### src/rtl/rcp_seq.sv
// Multi-cycle fixed-point reciprocal: R = floor(2^WIDTH / a).
// Power-of-two seed, ITERS Newton-Raphson steps, then a +/-1 correction loop.
module rcp_seq #(
  parameter int WIDTH = 16,
  parameter int ITERS = 3
) (
  input  logic             clk_i,
  input  logic             rst_i,
  input  logic             v_i,
  input  logic [WIDTH-1:0] a_i,
  output logic             ready_o,
  output logic             v_o,
  input  logic             ready_i,
  output logic [WIDTH-1:0] r_o,
  output logic             dz_o,
  output logic             sat_o
);

  localparam logic [2:0] S_IDLE = 3'd0;
  localparam logic [2:0] S_SEED = 3'd1;
  localparam logic [2:0] S_ITER = 3'd2;
  localparam logic [2:0] S_CORR = 3'd3;
  localparam logic [2:0] S_DONE = 3'd4;

  localparam int PW = 2*WIDTH + 3;
  localparam int CW = (ITERS > 1) ? $clog2(ITERS) : 1;

  localparam logic [PW-1:0]  ONE_P     = PW'(1) << WIDTH;
  localparam logic [PW-1:0]  TWO_P     = PW'(1) << (WIDTH + 1);
  localparam logic [WIDTH:0] EST_MAX   = (WIDTH+1)'(1) << WIDTH;
  localparam logic [WIDTH:0] EST_ONE   = (WIDTH+1)'(1);
  localparam logic [CW-1:0]  CNT_LAST  = CW'(ITERS - 1);

  logic [2:0]       state_q, state_d;
  logic [WIDTH-1:0] a_q, a_d;
  logic [WIDTH:0]   est_q, est_d;
  logic [CW-1:0]    cnt_q, cnt_d;
  logic [WIDTH-1:0] r_q, r_d;
  logic             dz_q, dz_d;
  logic             sat_q, sat_d;
  logic             v_q, v_d;

  logic [PW-1:0]    p;
  logic [PW-1:0]    d;
  logic [PW-1:0]    prod;
  logic [PW-1:0]    est_nr;
  logic [WIDTH:0]   est_iter;
  logic [WIDTH:0]   seed;
  logic             accept;

  assign ready_o = (state_q == S_IDLE) && !rst_i;
  assign accept  = v_i && ready_o;
  assign v_o     = v_q;
  assign r_o     = r_q;
  assign dz_o    = dz_q;
  assign sat_o   = sat_q;

  // Shared multiplier datapath; operands are zero-extended to PW bits.
  always_comb begin
    p      = PW'(a_q) * PW'(est_q);
    d      = TWO_P - p;
    prod   = PW'(est_q) * d;
    est_nr = prod >> WIDTH;
    if (est_nr > ONE_P) begin
      est_iter = EST_MAX;
    end else if (est_nr == '0) begin
      est_iter = EST_ONE;
    end else begin
      est_iter = est_nr[WIDTH:0];
    end
  end

  // Ascending scan: the highest set bit of a_q is the last one to write the seed.
  always_comb begin
    seed = '0;
    for (int unsigned i = 0; i < WIDTH; i++) begin
      if (a_q[i]) begin
        seed = EST_ONE << (WIDTH - i);
      end
    end
  end

  always_comb begin
    state_d = state_q;
    a_d     = a_q;
    est_d   = est_q;
    cnt_d   = cnt_q;
    r_d     = r_q;
    dz_d    = dz_q;
    sat_d   = sat_q;
    v_d     = v_q;
    case (state_q)
      S_IDLE: begin
        if (accept) begin
          a_d = a_i;
          if (a_i == '0) begin
            r_d     = '1;
            dz_d    = 1'b1;
            sat_d   = 1'b0;
            v_d     = 1'b1;
            state_d = S_DONE;
          end else if (a_i == WIDTH'(1)) begin
            r_d     = '1;
            dz_d    = 1'b0;
            sat_d   = 1'b1;
            v_d     = 1'b1;
            state_d = S_DONE;
          end else begin
            state_d = S_SEED;
          end
        end
      end
      S_SEED: begin
        est_d   = seed;
        cnt_d   = '0;
        state_d = S_ITER;
      end
      S_ITER: begin
        est_d = est_iter;
        cnt_d = cnt_q + CW'(1);
        if (cnt_q == CNT_LAST) begin
          state_d = S_CORR;
        end
      end
      S_CORR: begin
        if (p > ONE_P) begin
          est_d = est_q - EST_ONE;
        end else if (p + PW'(a_q) <= ONE_P) begin
          est_d = est_q + EST_ONE;
        end else begin
          r_d     = est_q[WIDTH-1:0];
          dz_d    = 1'b0;
          sat_d   = 1'b0;
          v_d     = 1'b1;
          state_d = S_DONE;
        end
      end
      S_DONE: begin
        if (ready_i) begin
          v_d     = 1'b0;
          state_d = S_IDLE;
        end
      end
      default: begin
        state_d = S_IDLE;
        v_d     = 1'b0;
      end
    endcase
  end

  always_ff @(posedge clk_i) begin
    if (rst_i) begin
      state_q <= S_IDLE;
      a_q     <= '0;
      est_q   <= '0;
      cnt_q   <= '0;
      r_q     <= '0;
      dz_q    <= 1'b0;
      sat_q   <= 1'b0;
      v_q     <= 1'b0;
    end else begin
      state_q <= state_d;
      a_q     <= a_d;
      est_q   <= est_d;
      cnt_q   <= cnt_d;
      r_q     <= r_d;
      dz_q    <= dz_d;
      sat_q   <= sat_d;
      v_q     <= v_d;
    end
  end

endmodule

### config.mk
export PLATFORM = sky130hd
export DESIGN_NAME = rcp_seq
export DESIGN_NICKNAME = d
export VERILOG_FILES = /design/src/rtl/rcp_seq.sv
export SDC_FILE = /design/constraint.sdc
export NUM_CORES = 2
export LEC_CHECK = 0
export CAP_MARGIN = 0
export CORE_ASPECT_RATIO = 0.7
export CORE_UTILIZATION = 55
export CTS_CLUSTER_SIZE = 8
export DETAILED_ROUTE_END_ITERATION = 7
export PLACE_DENSITY = 0.81
export SYNTH_ARGS = -nofsm -noshare
export SYNTH_HDL_FRONTEND = slang
export SYNTH_SLANG_ARGS = --single-unit
### constraint.sdc
create_clock -name clk_i -period 17.1 [get_ports clk_i]
set_input_delay 5.13 -clock clk_i [delete_from_list [all_inputs] [get_ports clk_i]]
set_output_delay 5.13 -clock clk_i [all_outputs]
set_load 0.02 [all_outputs]
==> impl_results.md <==
* Die area at 0.0518 mm²
* Initial Util at around 56%
* Async set-reset flop share out of synthesis at 0%
* Antenna violations before repair at 2
* Worst EP arrival at roughly 16 ns
* Synth top area share at about two fifths
* Vias per cell at roughly 5.8
* Vias in the first global route at ~24000
* Clk_skew at ~0.011 ns
* DRT iter0 DRCs at 2469
* Crit path kind: reg2reg
* CTS resizes at 0
* DRC at 0
* Die width at roughly 270 µm
* Nets at 4089
* Reg clk slew, reported paths at about 0.05 ns
* Floorplan Core Area at 0.0498 mm²
* Top cells by area, synth: fa_1, inv_1, ha_1
* Post-route cell area at between 0.02 and 0.03 mm²
* # clock sinks at 57
* EDFF count, synth at 0
* Worst skew pair latency at 0.33 ns
* Synthesized area per cell at 8.33 µm²
* Half-perimeter wire length after placement at between 60 and 70 mm
* Most used cell, CP: fa_1
* Mapped Nets at approximately 4200
* Final GP Congestion at roughly 0.95
* R2R depth at 46
* Synth Instances at 3360
* RSZ-0062 raised after global routing: false
* Worst Hold Class: reg2reg
* Status: completed
* Post-detailed-route count of antenna-violating nets at 0
* CP Capture Type: flop
* Die Span Y at approximately 190 µm
* Row count at 68
* Hold depth at 1
* Max Freq at roughly 0.064 GHz
* CTS tree: built
* Final critical-path share of the clock period at between 90 and 100%
* Largest net degree at the start of global routing at 60
* Max FO, Critical Path at 21
* Final setup TNS at 0 ns
* Ports at 40
* GR Overflow Total at 0
* Area leader, netlist: fa_1
* CP peak stage delay at between 1 and 1.5 ns
* Drt wl/cell at between 15 and 20 µm
* TritonCTS buffer count at 9
* CTS Root Buffer Type: clkbuf_16
* Worst path required time at about 17 ns
* Drt total wl at between 70 and 80 mm
* Mapped cell area at approximately 0.028 mm²
* Most common cell in the netlist: inv_1
* CTS H-tree depth at 3
* Register bit count reported by yosys at 57
* Drt pass-1 iters at 5
* Fin crit period at 15.61 ns
* Startpoint Class: flop
* GRT Total Usage at between 30% and 40%
* Area Growth Syn to Fin at 4.46%
* Synth cell types at 100
* Diodes inserted at 0
* Crit path max-delay cell type: dfxtp_1
* Setup bufs post-CTS at 0
* Post-synthesis sequential area ratio at 4.07%
* Clock Tree Buf Depth at 2
* Yosys warning count at 0
* Fraction of layout cells with a size suffix above 1 at roughly 4.2%
* DP Area at 0.0290 mm²
* Number of I/O port buffers at 39
* Worst rel slew slack at 28.2%
* Synth cell count leaders: inv_1, fa_1, nand2_1
* Max Cap Viol at 0
* Synth Flop Type: dfxtp_1
* First-pass GRT wire length at ~130 mm
* Final setup vio count at 0
* Slew Limit Fails at 0
* Hold-fix buffers, CTS at 0
* Routed via count at around 23000
* Worst-Margin Slew at about 1.1 ns
* Final hold vios at 0
[placed cells by master, fill, tap and decap left out, types with 14 or more instances in the layout]
cell,instances
a21o_1,27
clkdlybuf4s50_1,38
nand2b_1,28
buf_4,63
inv_1,703
nor3_1,67
a211oi_1,14
nor2_1,83
a31oi_1,15
nand4_1,21
o21bai_1,16
fa_1,572
and2_1,283
dfxtp_1,47
nand2_1,518
xnor2_1,76
nor4_1,14
nand3_1,41
ha_1,205
and3_1,24
o21ai_0,53
a21oi_1,104
xor2_1,25
[final timing paths]
check | start | end | slack (ns)
setup / recovery | a_q[6] | est_q[1] | 1.49
hold / removal | v_o | v_o | 0.47
setup reg to reg | a_q[6] | est_q[1] | 1.49
hold reg to reg | v_o | v_o | 0.47
[layer usage]
| layer | vias to the layer above | GRT usage [%] | part of all wire, % |
|---|---|---|---|
| met5 | - | 0 | 0.016 |
| met4 | 2 | 7.69 | 2.6 |
| met3 | 175 | 8.55 | 13 |
| met2 | 1399 | 47.3 | 43 |
| met1 | 11400 | 43.4 | 41 |
| li1 | 10200 | - | - |
[cell families after synthesis]
family	Yosys count	synth area share, %
simple gates	1144	20.0
buf+inv	885	12.0
fa+ha+maj	777	50.0
xor+xnor	111	3.93
mux	8	0.290
compound gates	378	9.68
flops	57	4.07
[metrics by stage]
step / std cells / hold slack [ns] / util (%) / setup WS, ns
2_1_floorplan: 3360 / 0.471 / - / 3.66
3_3_place_gp: 3946 / 0.452 / 58.2 / 2.07
3_5_place_dp: 3946 / 0.458 / 58.2 / 1.87
4_1_cts: 3961 / 0.471 / 58.8 / 1.82
5_1_grt: 3961 / 0.486 / 58.8 / 0.758
6_report: 3961 / 0.473 / 58.8 / 1.49
[final cells by class]
cell class                 count  area [µm²]
multi-input combinational   2418       23500
fill                        4294       20500
inverter                     704        2640
sequential                    57        1150
timing repair buffer         102         858
tap                          665         832
clock buffer                  12         246
clock inverter                 3        17.5
[registers in the layout (all words and copies together) (netlist names)]
name	count
r_o	16
dz_o	1
state_q	3
v_o	1
sat_o	1
cnt_q	2
est_q	17
a_q	16
[worst max-delay path: cells and delay by family, from the launching register on]
| kind | cells | cell delay, ns |
|---|---|---|
| fa+ha+maj | 14 | 6.72 |
| compound gates | 13 | 3.71 |
| simple gates | 9 | 3.10 |
| flops | 1 | 1.02 |
| buf+inv | 8 | 0.63 |
| xor+xnor | 2 | 0.34 |
Power is left out: the tool's default activity adds up to more than one toggle a clock period on the data nets, which glitch-free logic cannot reach.
